### src/rtl/mult_pkg.sv
// Shared types and helpers for the sequential shift-add multiplier.
// Holds the FSM state enum, operand magnitude/sign helper and parameter check.
package mult_pkg;

    typedef enum logic [1:0] {
        IDLE = 2'd0,
        CALC = 2'd1,
        DONE = 2'd2
    } state_t;

    // Widest operand the helper function can handle.
    localparam int MAX_W = 32;

    typedef struct packed {
        logic             neg;
        logic [MAX_W-1:0] mag;
    } mag_sign_t;

    // Magnitude and sign of a w-bit operand held zero-extended in v.
    // Only the low w bits of mag are meaningful.
    function automatic mag_sign_t mag_sign(
        input logic [MAX_W-1:0] v,
        input int               w,
        input logic             sgn
    );
        mag_sign_t        r;
        logic [MAX_W-1:0] msb;
        msb   = v >> (w - 1);
        r.neg = sgn & msb[0];
        r.mag = r.neg ? (~v + 1'b1) : v;
        return r;
    endfunction

    function automatic bit params_legal(
        input int iw,
        input int ow,
        input int bpc
    );
        return (iw >= 2) && (iw <= MAX_W) && (ow == 2 * iw) &&
               (bpc >= 1) && (bpc <= iw) && (iw % bpc == 0) &&
               ((bpc & (bpc - 1)) == 0);
    endfunction

endpackage

### src/rtl/mult_pp_step.sv
// One partial-product step: acc + (mcand * bits) << offset, combinational.
// Ports: acc/mcand/bits/offset in, sum out (out_width bits).
module mult_pp_step
    import mult_pkg::*;
#(
    parameter int in_width       = 8,
    parameter int out_width      = 16,
    parameter int bits_per_cycle = 1,
    parameter int off_width      = 4
) (
    input  logic [out_width-1:0]      acc,
    input  logic [in_width-1:0]       mcand,
    input  logic [bits_per_cycle-1:0] bits,
    input  logic [off_width-1:0]      offset,
    output logic [out_width-1:0]      sum
);

    logic [out_width-1:0] pp;

    always_comb begin
        pp  = out_width'(mcand) * out_width'(bits);
        sum = acc + (pp << offset);
    end

endmodule

### src/rtl/mult_seq.sv
// Handshaked iterative shift-add multiplier, signed or unsigned per operation.
// Ports: clk, rst, operands + ctrl_signed with in_valid/in_ready,
//        data_result with out_valid/out_ready, ctrl_busy status.
module mult_seq
    import mult_pkg::*;
#(
    parameter int in_width       = 8,
    parameter int out_width      = 2 * in_width,
    parameter int bits_per_cycle = 1
) (
    input  logic                 clk,
    input  logic                 rst,
    input  logic [in_width-1:0]  data_multiplicand,
    input  logic [in_width-1:0]  data_multiplier,
    input  logic                 ctrl_signed,
    input  logic                 in_valid,
    output logic                 in_ready,
    output logic [out_width-1:0] data_result,
    output logic                 out_valid,
    input  logic                 out_ready,
    output logic                 ctrl_busy
);

    localparam int N   = in_width / bits_per_cycle;
    localparam int CW  = $clog2(N + 1);
    localparam int OFW = $clog2(out_width);

    if (!params_legal(in_width, out_width, bits_per_cycle)) begin : g_bad
        $error("mult_seq: illegal in_width/out_width/bits_per_cycle");
    end

    state_t               state;
    logic [in_width-1:0]  a_mag;
    logic [in_width-1:0]  b_sh;
    logic                 neg;
    logic [out_width-1:0] acc;
    logic [CW-1:0]        cnt;

    mag_sign_t            a_ms;
    mag_sign_t            b_ms;
    logic [OFW-1:0]       offset;
    logic [out_width-1:0] sum;
    logic                 last;

    always_comb begin
        a_ms   = mag_sign(MAX_W'(data_multiplicand), in_width, ctrl_signed);
        b_ms   = mag_sign(MAX_W'(data_multiplier), in_width, ctrl_signed);
        offset = OFW'(cnt) * OFW'(bits_per_cycle);
        last   = (cnt == CW'(N - 1));
    end

    // Only the low in_width bits of the helper's magnitude are used.
    if (in_width < MAX_W) begin : g_sink
        logic unused_hi;
        assign unused_hi = ^{a_ms.mag[MAX_W-1:in_width],
                             b_ms.mag[MAX_W-1:in_width]};
    end

    mult_pp_step #(
        .in_width      (in_width),
        .out_width     (out_width),
        .bits_per_cycle(bits_per_cycle),
        .off_width     (OFW)
    ) u_step (
        .acc   (acc),
        .mcand (a_mag),
        .bits  (b_sh[bits_per_cycle-1:0]),
        .offset(offset),
        .sum   (sum)
    );

    always_ff @(posedge clk) begin
        if (rst) begin
            state       <= IDLE;
            in_ready    <= 1'b1;
            out_valid   <= 1'b0;
            ctrl_busy   <= 1'b0;
            data_result <= '0;
            a_mag       <= '0;
            b_sh        <= '0;
            neg         <= 1'b0;
            acc         <= '0;
            cnt         <= '0;
        end else begin
            unique case (state)
                IDLE: begin
                    if (in_valid && in_ready) begin
                        a_mag     <= a_ms.mag[in_width-1:0];
                        b_sh      <= b_ms.mag[in_width-1:0];
                        // Both flags are zero for unsigned operations.
                        neg       <= a_ms.neg ^ b_ms.neg;
                        acc       <= '0;
                        cnt       <= '0;
                        in_ready  <= 1'b0;
                        ctrl_busy <= 1'b1;
                        state     <= CALC;
                    end
                end
                CALC: begin
                    acc  <= sum;
                    b_sh <= b_sh >> bits_per_cycle;
                    cnt  <= cnt + 1'b1;
                    if (last) begin
                        data_result <= neg ? -sum : sum;
                        out_valid   <= 1'b1;
                        state       <= DONE;
                    end
                end
                DONE: begin
                    // Input stays blocked until the cycle after the handoff.
                    if (out_ready) begin
                        out_valid <= 1'b0;
                        in_ready  <= 1'b1;
                        ctrl_busy <= 1'b0;
                        state     <= IDLE;
                    end
                end
                default: begin
                    state <= IDLE;
                end
            endcase
        end
    end

endmodule

### config.mk
export PLATFORM = sky130hd
export DESIGN_NAME = mult_seq
export DESIGN_NICKNAME = d
export VERILOG_FILES = /design/src/rtl/mult_pkg.sv /design/src/rtl/mult_pp_step.sv /design/src/rtl/mult_seq.sv
export SDC_FILE = /design/constraint.sdc
export NUM_CORES = 1
export LEC_CHECK = 0
export ABC_CLOCK_PERIOD_IN_PS = 5400
export CORE_MARGIN = 10
export CORE_UTILIZATION = 45
export CTS_CLUSTER_DIAMETER = 50
export DETAILED_ROUTE_END_ITERATION = 7
export PLACE_DENSITY = 0.71
export SYNTH_ARGS = -nofsm -noshare
export SYNTH_HDL_FRONTEND = slang
export SYNTH_SLANG_ARGS = --single-unit
### constraint.sdc
create_clock -name clk -period 5.4 [get_ports clk]
set_input_delay 1.08 -clock clk [delete_from_list [all_inputs] [get_ports clk]]
set_output_delay 1.08 -clock clk [all_outputs]
set_load 0.01 [all_outputs]
==> out/metrics.yaml, run 1 <==
status:
  run_status: "finished clean"
critical_path:
  rr_startpoint: "cnt[0]"
  worstSetupPathType: "reg -> reg"
  crit_arrival_ns: 4.72
  r2r.worst_path.cells: 15
  start_kind: "flip-flop"
  crit_path_max_fanout: 19
  required_ns: 5.69
  r2r_end: "data_result[15]"
  endpoint_kind: "flip-flop"
  rrSetupSlack_ns: 0.97
hold_path:
  hold_path.class: "reg -> reg"
  hp-start: "data_result[0]"
  hold_path_end: "data_result[0]"
  hold_depth: 2
flow_run:
  drv_cap: 0
drt:
  wl_per_cell_um: 14.9
  vias_per_cell: 5.69
  vias: 3639
  routed_wirelength_um: 9520
  antenna_left: 0
  drt_iter0_drc: 201
  firstDrtPassIters: 5
  drcViolationCount: 0
layout:
  final_nets: 571
  seq_area_mm2: 0.00116
  fill_cells: 808
  final_cells: 640
  multiInputGateArea_mm2: 0.00257
  n_antenna_cell: 0
  fin_util_pct: 54.8
  drive_gt1_share_pct: 7.10
  area_growth_pct: 16.9
  final_area_mm2: 0.00457
cts:
  cts_hold_buf: 0
  insertion_delay_ns: 0.35
  clkTransAtPathRegs_ns: 0.07
  cts_sinks: 58
  clockBufferDepth: 2
  cts_setup_buffers: 0
  cts_tree: "built"
  cts_buffers: 9
  cts_root_buffer: "clkbuf_8"
  cts_resized: 0
  htree_levels: 3
die:
  die_h_um: 113
  rows: 33
  io_pins: 40
  fp.coreArea_mm2: 0.00834
  die_area_mm2: 0.0128
  start_util_pct: 46.9
  die_w_um: 113
placed_design:
  dp_hpwl_um: 7010
  portBuffers: 39
  gp_congestion: 0.915
  dp_cells: 624
  placed_area_mm2: 0.00434
power_and_ir_drop:
  power.share.clock_pct: 44.7
  power.leakage_uw: 0.00172
  p_sw_share_pct: 25.6
  switching_power_uw: 276
  p_seq_share_pct: 42.5
  internal_power_uw: 802
  p_per_area_mw_per_mm2: 236
  pwr-share-comb_pct: 12.8
  vdd.ir_drop.worst_mv: 0.101
timing:
  fin_setup_tns_ns: 0
  worst_pin_slew_ns: 1.10
  maxSlewHeadroom_pct: 26.6
  hold_viol_final: 0
  slew_viol_final: 0
  rsz0062_at_grt: "false"
  setup_viol: 0
  fin_crit_sh_pct: 82.0
  fin_crit_ns: 4.43
  timing.fmax_mhz: 226
  skew_ns: 0.00657
logic_synthesis:
  syn_inst: 506
  async_flop_share_pct: 0
  synth_edf_count: 0
  synth.area.top_cells: "dfxtp_1 (30%), nor2_1 (6.3%), a21oi_1 (6.3%), ha_1 (6.1%), nand2_1 (4.8%)"
  synth.top_cell.area_share_pct: 29.7
  synth_nets: 547
  yosys.area.top_type: "dfxtp_1"
  synth_flop_cell: "dfxtp_1"
  yosys_warnings: 0
  ys_seq_area_share_pct: 29.7
  ys_ff_latch: 58
  netlist_area_mm2: 0.00391
  synth_area_per_cell_um2: 7.72
  synth_cell_type_count: 56
global_routing:
  first_global_vias: 3239
  antenna_found_initial: 0
  grt_pass1_wl_um: 15300
  grt_max_degree: 61
  track_usage_pct: 14.3
  grt.overflow.total: 0
==> critical path, stage by stage (launching register included) <==
cell and delay [ns]:
dfxtp_1 0.75, mux2_2 0.42, o211ai_1 0.21, nor2_1 0.06
a21oi_1 0.19, nor2_1 0.07, ha_1 0.41, and3_2 0.28
a221oi_4 0.32, a21oi_1 0.14, xor2_1 0.21, or2_1 0.29
nor3_1 0.27, a41oi_1 0.19, or4_1 0.48, nand3_1 0.09
==> metal layers <==
metal / share of wire (%) / up-vias / GRT usage (%)
li1: - / 1870 / -
met1: 47 / 1655 / 18.2
met2: 45 / 101 / 22.7
met3: 5.6 / 13 / 3.43
met4: 1.7 / 0 / 5.41
met5: 0 / - / 0
==> how the worst max path moves through the flow <==
stage / from / slack, ns / to
after floorplan: cnt[0] / 1.42 / data_result[15]
after global placement: cnt[0] / 1.18 / data_result[15]
after detailed placement: cnt[0] / 1.06 / data_result[15]
after CTS: cnt[0] / 1.01 / data_result[15]
after global routing: cnt[0] / 0.66 / data_result[15]
final: cnt[0] / 0.97 / data_result[15]
==> sequential cells by signal, indices dropped and copies added (netlist names) <==
register and cells:
state 2, cnt 4, neg 1, acc 16, in_ready 1, data_result 16, b_sh 8, ctrl_busy 1
out_valid 1, a_mag 8
==> synth_stat cells, drive strengths merged (6+ instances only) <==
cell,count
nor2,66
dfxtp,58
a21oi,50
nand2,50
nand3,33
clkbuf,26
ha,19
xnor2,19
xor2,19
a211oi,18
o21ai,14
inv,13
nor3,13
mux2i,10
a31oi,9
a221oi,8
a21o,7
o22ai,6
or3,6
==> area by class of cell <==
type                       count  share of cell area, %
multi-input combinational    404                   56.3
inverter                      13                   1.07
clock inverter                 6                   2.30
sequential                    58                   25.4
timing repair buffer          44                   9.26
clock buffer                  10                   2.79
tap                          105                   2.88
==> cells in the final DEF (no fill, tap or decap), types with 10 or more instances in the layout <==
| cell | synthesis | layout |
|---|---|---|
| mux2i_1 | 10 | 10 |
| xnor2_1 | 19 | 19 |
| clkdlybuf4s50_1 | 0 | 38 |
| a211oi_1 | 18 | 18 |
| nor3_1 | 12 | 12 |
| inv_1 | 13 | 13 |
| nand3_1 | 33 | 33 |
| ha_1 | 19 | 19 |
| a21oi_1 | 49 | 49 |
| nand2_1 | 50 | 50 |
| nor2_1 | 66 | 66 |
| o21ai_0 | 13 | 13 |
| xor2_1 | 19 | 19 |
| dfxtp_1 | 58 | 58 |
==> metrics by stage <==
| stage | hold slack, ns | worst slack [ns] | total power [uW] |
|---|---|---|---|
| after detailed placement | 0.448 | 1.06 | 604 |
| after global routing | 0.483 | 0.663 | 1120 |
| after floorplan | 0.448 | 1.42 | 559 |
| after CTS | 0.458 | 1.01 | 1080 |
| after global placement | 0.441 | 1.18 | 602 |
| final | 0.454 | 0.970 | 1080 |
==> cell families after synthesis <==
logic type               after synthesis  synth area share (%)
flip-flops                            58                  29.7
AO/OA/AOI/OAI                        139                  24.0
buffers and inverters                 44                  4.64
multiplexers                          15                  4.00
XOR/XNOR                              38                  8.51
adder cells (fa/ha/maj)               20                  6.59
AND/OR/NAND/NOR                      192                  22.5
==> power by group through the flow <==
stage                     logic (uW)  registers, uW  clock network (uW)
after global routing             151            461                 511
after floorplan                 99.8            459                   0
after detailed placement         137            468                   0
after global placement           134            467                   0
final                            138            459                 482
after CTS                        138            458                 488
Power figures use the tool's default switching activity.
==> run 2: changes to the inputs <==
- ABC_CLOCK_PERIOD_IN_PS: 5400 -> 3700
- PLACE_DENSITY: 0.71 -> 0.73
- clock period: 5.4 -> 3.7 ns (I/O delays scaled with it)
==> run 2 against run 1 <==
Sequential power up 45%. Clock-buffer cell count is 2 higher. Non-clock buffer count up 67. Maximum frequency up 22%. Critical endpoint is now data_result[14]. Largest cell class unchanged.
==> out/metrics.yaml, run 2 (synthesized netlist as in run 1, its figures left out) <==
cts:
  cts_root_buffer: "clkbuf_8"
  insertion_delay_ns: 0.35
  clockBufferDepth: 2
  clkTransAtPathRegs_ns: 0.07
  cts_tree: "built"
  cts_hold_buf: 0
  cts_sinks: 58
  cts_buffers: 9
  htree_levels: 3
timing:
  skew_ns: 0.00961
  hold_viol_final: 0
  timing.fmax_mhz: 275
  fin_crit_ns: 3.63
  fin_crit_sh_pct: 98.2
  rsz0062_at_grt: "true"
  maxSlewHeadroom_pct: 26.3
  fin_setup_tns_ns: 0
  slew_viol_final: 0
  setup_viol: 0
  worst_pin_slew_ns: 1.11
placed_design:
  dp_cells: 688
  placed_area_mm2: 0.00485
  portBuffers: 39
  gp_congestion: 0.909
  dp_hpwl_um: 8010
power_and_ir_drop:
  power.leakage_uw: 0.00207
  pwr-share-comb_pct: 17.7
  switching_power_uw: 416
  finalPower_uw: 1450
  p_seq_share_pct: 45.8
  power.share.clock_pct: 36.5
  vdd.ir_drop.worst_mv: 0.112
  internal_power_uw: 1030
  p_per_area_mw_per_mm2: 279
  p_sw_share_pct: 28.7
die:
  start_util_pct: 46.9
  io_pins: 40
  die_w_um: 113
  rows: 33
  die_h_um: 113
  die_area_mm2: 0.0128
  fp.coreArea_mm2: 0.00834
layout:
  n_antenna_cell: 0
  multiInputGateArea_mm2: 0.00275
  drive_gt1_share_pct: 21.3
  final_cell_mix: "buf_4 (69), nor2_1 (64), dfxtp_1 (54), nand2_1 (50), a21oi_1 (45)"
  fin_util_pct: 62.4
  seq_area_mm2: 0.00117
  final_area_mm2: 0.00520
  fill_cells: 746
  final_cells: 706
  final_nets: 638
  reg_top3: "acc x16, data_result x16"
  layout_commonest_cell: "buf_4"
  area_growth_pct: 33.1
critical_path:
  required_ns: 3.96
  crit_path_max_fanout: 5
  critPathLaunch: "cnt[0]"
  rrSetupSlack_ns: 0.07
  rr_startpoint: "cnt[0]"
  crit_arrival_ns: 3.89
  start_kind: "flip-flop"
  endpoint_kind: "flip-flop"
  worstSetupPathType: "reg -> reg"
hold_path:
  hp-start: "data_result[0]"
  hold_path.class: "reg -> reg"
global_routing:
  grt_max_degree: 61
  grt_pass1_wl_um: 17300
  first_global_vias: 3833
  grt.overflow.total: 0
  track_usage_pct: 16.2
  antenna_found_initial: 0
drt:
  wl_per_cell_um: 15.2
  vias: 3957
  vias_per_cell: 5.60
  drcViolationCount: 0
  drt_iter0_drc: 178
  routed_wirelength_um: 10800
  antenna_left: 0
  firstDrtPassIters: 5
status:
  run_status: "finished clean"
flow_run:
  drv_cap: 0
==> run 2: cell types whose count changed in the layout (fill, tap and decap cells not counted), sizes merged <==
| cell | change |
|---|---|
| buf | +67 |
| bufinv | -3 |
| clkbuf | +2 |
==> run 2: final timing paths <==
| check | to | cells past startpoint |
|---|---|---|
| setup / recovery | data_result[14] | 17 |
| hold / removal | data_result[0] | 2 |
| setup reg to reg | data_result[14] | 17 |
| hold reg to reg | data_result[0] | 2 |
==> run 2: layer usage <==
layer	vias to the layer above	share of wire, %	track usage, %
li1	2006	-	-
met1	1838	43	18.9
met2	99	49	27.8
met3	14	6.2	4.75
met4	0	1.4	5.25
met5	-	0	0
==> run 2: timing repair <==
action	CTS	global route
resized for setup	14	19
setup endpoints to repair	6	8
buffers inserted	1	2
pin swaps	6	16
==> run 2: metrics by stage <==
| stage | worst slack (ns) | hold slack (ns) |
|---|---|---|
| finish | 0.0684 | 0.454 |
| global route | -0.114 | 0.481 |
| CTS | 0.00387 | 0.457 |
| detailed placement | -0.194 | 0.448 |
| global placement | -0.0440 | 0.439 |
| floorplan | -0.103 | 0.448 |
==> run 2: cell type report <==
| cell class | count | share of cell area (%) |
|---|---|---|
| clock buffer | 12 | 2.98 |
| clock inverter | 3 | 0.289 |
| inverter | 13 | 0.938 |
| multi-input combinational | 404 | 52.8 |
| sequential | 58 | 22.5 |
| tap | 105 | 2.52 |
| timing repair buffer | 111 | 18.0 |
==> run 2: power by group through the flow <==
stage                     Clock (uW)  Combinational [uW]  Sequential, uW
after floorplan                    0                 149             671
after global placement             0                 233             676
after detailed placement           0                 239             677
after CTS                        543                 247             663
after global routing             573                 281             667
final                            530                 257             664
==> run 2: critical path: stages (launching register included) <==
cell      delay [ns]
dfxtp_4         0.36
mux2_2          0.25
nand2_1         0.06
o22a_1          0.23
mux2_4          0.30
nor2_4          0.10
ha_4            0.22
buf_6           0.12
a21oi_4         0.15
xnor2_1         0.07
or3_1           0.31
a21o_1          0.19
a211o_1         0.25
buf_4           0.16
nor4_4          0.28
a31oi_1         0.15
xor2_1          0.16
a211oi_1        0.19
==> variant, RTL diff (settings of run 1) <==
`in_width` is set to 8 in 2 places; all go to 16.
--- a/src/rtl/mult_pp_step.sv
+++ b/src/rtl/mult_pp_step.sv
@@ -3,7 +3,7 @@
 module mult_pp_step
     import mult_pkg::*;
 #(
-    parameter int in_width       = 8,
+    parameter int in_width       = 16,
     parameter int out_width      = 16,
     parameter int bits_per_cycle = 1,
     parameter int off_width      = 4
--- a/src/rtl/mult_seq.sv
+++ b/src/rtl/mult_seq.sv
@@ -4,7 +4,7 @@
 module mult_seq
     import mult_pkg::*;
 #(
-    parameter int in_width       = 8,
+    parameter int in_width       = 16,
     parameter int out_width      = 2 * in_width,
     parameter int bits_per_cycle = 1
 ) (
Ports: changed (resized data_multiplicand, data_multiplier and data_result); port bits go from 40 to 72. The function was not compared with the original's and may differ.
==> variant against run 1 <==
Power is 75% higher; first-iteration DRC count grew to 3.2 times the old value; final cell count is 120% higher; via count increased by 130%; area after synthesis increased by 120%; setup slack got worse by 0.51 ns; critical path depth increased by 4; routed wire length increased to 2.7 times the old value; cell area is 110% higher; sequential cell count grew 49.
==> variant: results (changes against run 1) <==
metric,value,unit,change
fin_skew,0.009402,ns,+0.002831 ns
wirelength,25650,µm,+170%
gp_congestion,0.9395,,+2.6%
crit_fanout,17,,-2
relSlewSlack,28.67,%,+2.0 points
dr.first_iter.drc_count,651,,+220%
num_vias,8353,,+130%
synth.distinct_cells,87,,+55%
layout-drive-gt1-share,8.670,%,+1.6 points
nNetsFinal,1234,,+120%
ys_top_cells_by_count,"154 x nand2_1, 128 x nor2_1, 110 x a21oi_1",,
status,"finished, final reports clean",,
ir_drop,0.1527,mV,+51%
cts-htree-levels,3,,unchanged
cts_buffer_depth,2,,unchanged
fill_cells,1778,,+120%
grt_use_total,20.42,%,+6.1 points
ys_seq_area_share,25.43,%,-4.3 points
grt_pass1_vias,7824,,+140%
async_reset_ff_share,0,%,unchanged
grt_max_degree,65,,+6.6%
post_cts_resized,0,,unchanged
io_buffers,71,,+82%
cts_root_buf,clkbuf_16,,
worst-endpoint-arrival,5.24,ns,+0.52 ns
synthTopCellsByArea,"dfxtp_1 25%, nand2_1 6.9%, a21oi_1 6.5%",,
place_ws,0.5344,ns,-0.5241 ns
largestRegisters,"acc: 32 flops, data_result: 32 flops",,
hpwl,19370,µm,+180%
power.leakage,0.003571,µW,+110%
path_clk_slew,0.08,ns,
dr.pass1.iters,7,,+2
min_from,data_result[26]$_SDFFE_PP0P_,,
## variant: changes by cell type in the layout (fill, tap and decap cells not counted), moves of 22 or more
cell             before  now
a21oi_1              49  110
dfxtp_1              58  107
xor2_1               19   41
nand2_1              50  154
nor2_1               66  128
clkdlybuf4s50_1      38   70
o21ai_0              13   45
buf_4                 5   32
## variant: through the flow
stage	utilization, %	instance area, µm²	instances	hold slack, ns	power [µW]
after detailed placement	51.21	9325	1378	0.4420	1183
after global routing	52.96	9644	1394	0.4804	1966
final	52.96	9644	1394	0.4471	1888
after CTS	52.96	9644	1394	0.4534	1902
after global placement	51.21	9325	1378	0.4378	1179
after floorplan	-	8423	1130	0.4316	1065
## variant: final timing paths
check                                  to  slack (ns)  cells past startpoint
max          data_result[29]$_SDFFE_PP0P_        0.46                     19
min          data_result[26]$_SDFFE_PP0P_        0.45                      2
max reg2reg  data_result[29]$_SDFFE_PP0P_        0.46                     19
min reg2reg  data_result[26]$_SDFFE_PP0P_        0.45                      2
## variant: worst max-delay path: stages (launching register included)
cell and delay [ns]:
dfxtp_1 0.33, buf_4 0.25, mux4_2 0.53, nand2_1 0.09, nor2_1 0.04, a41oi_1 0.24
nor2_1 0.07, a21oi_1 0.11, a21oi_1 0.12, ha_1 0.43, nand4_1 0.30, nor4_1 0.45
a221oi_1 0.18, a22oi_1 0.33, xnor2_2 0.20, o311ai_1 0.22, a21o_4 0.24, or3_1 0.33
mux2_2 0.27, a21oi_1 0.13
## variant: power by group
| part | switching [µW] | internal, µW | leakage, µW | total (µW) |
|---|---|---|---|---|
| logic | 200 | 131 | 0.00255 | 332 |
| clock network | 347 | 374 | 0.000153 | 720 |
| registers | 23.0 | 813 | 0.000867 | 836 |
## variant: kinds of logic (layout without fill, tap and decap cells)
| logic type | Yosys count | in the layout | synth area share (%) |
|---|---|---|---|
| simple gates | 435 | 435 | 23.59 |
| buf+inv | 102 | 137 | 4.872 |
| flops | 107 | 107 | 25.43 |
| xor+xnor | 72 | 72 | 7.665 |
| fa+ha+maj | 37 | 37 | 5.585 |
| mux | 30 | 30 | 5.155 |
| compound gates | 347 | 347 | 27.70 |
## variant: per-layer routing
metal | wire length (µm) | track usage (%) | part of all wire, % | vias up
met3 | 1323 | 3.646 | 5.2 | 31
met2 | 12070 | 34.25 | 47 | 232
met5 | 0 | 0 | 0 | -
li1 | - | - | - | 4174
met4 | 466 | 5.573 | 1.8 | 0
met1 | 11790 | 26.27 | 46 | 3916
## variant: cell type report
type	count	share of cell area (%)
sequential	107	22.21
tap	229	2.971
clock inverter	7	0.9730
multi-input combinational	921	61.01
inverter	19	0.7395
timing repair buffer	102	9.756
clock buffer	9	2.335
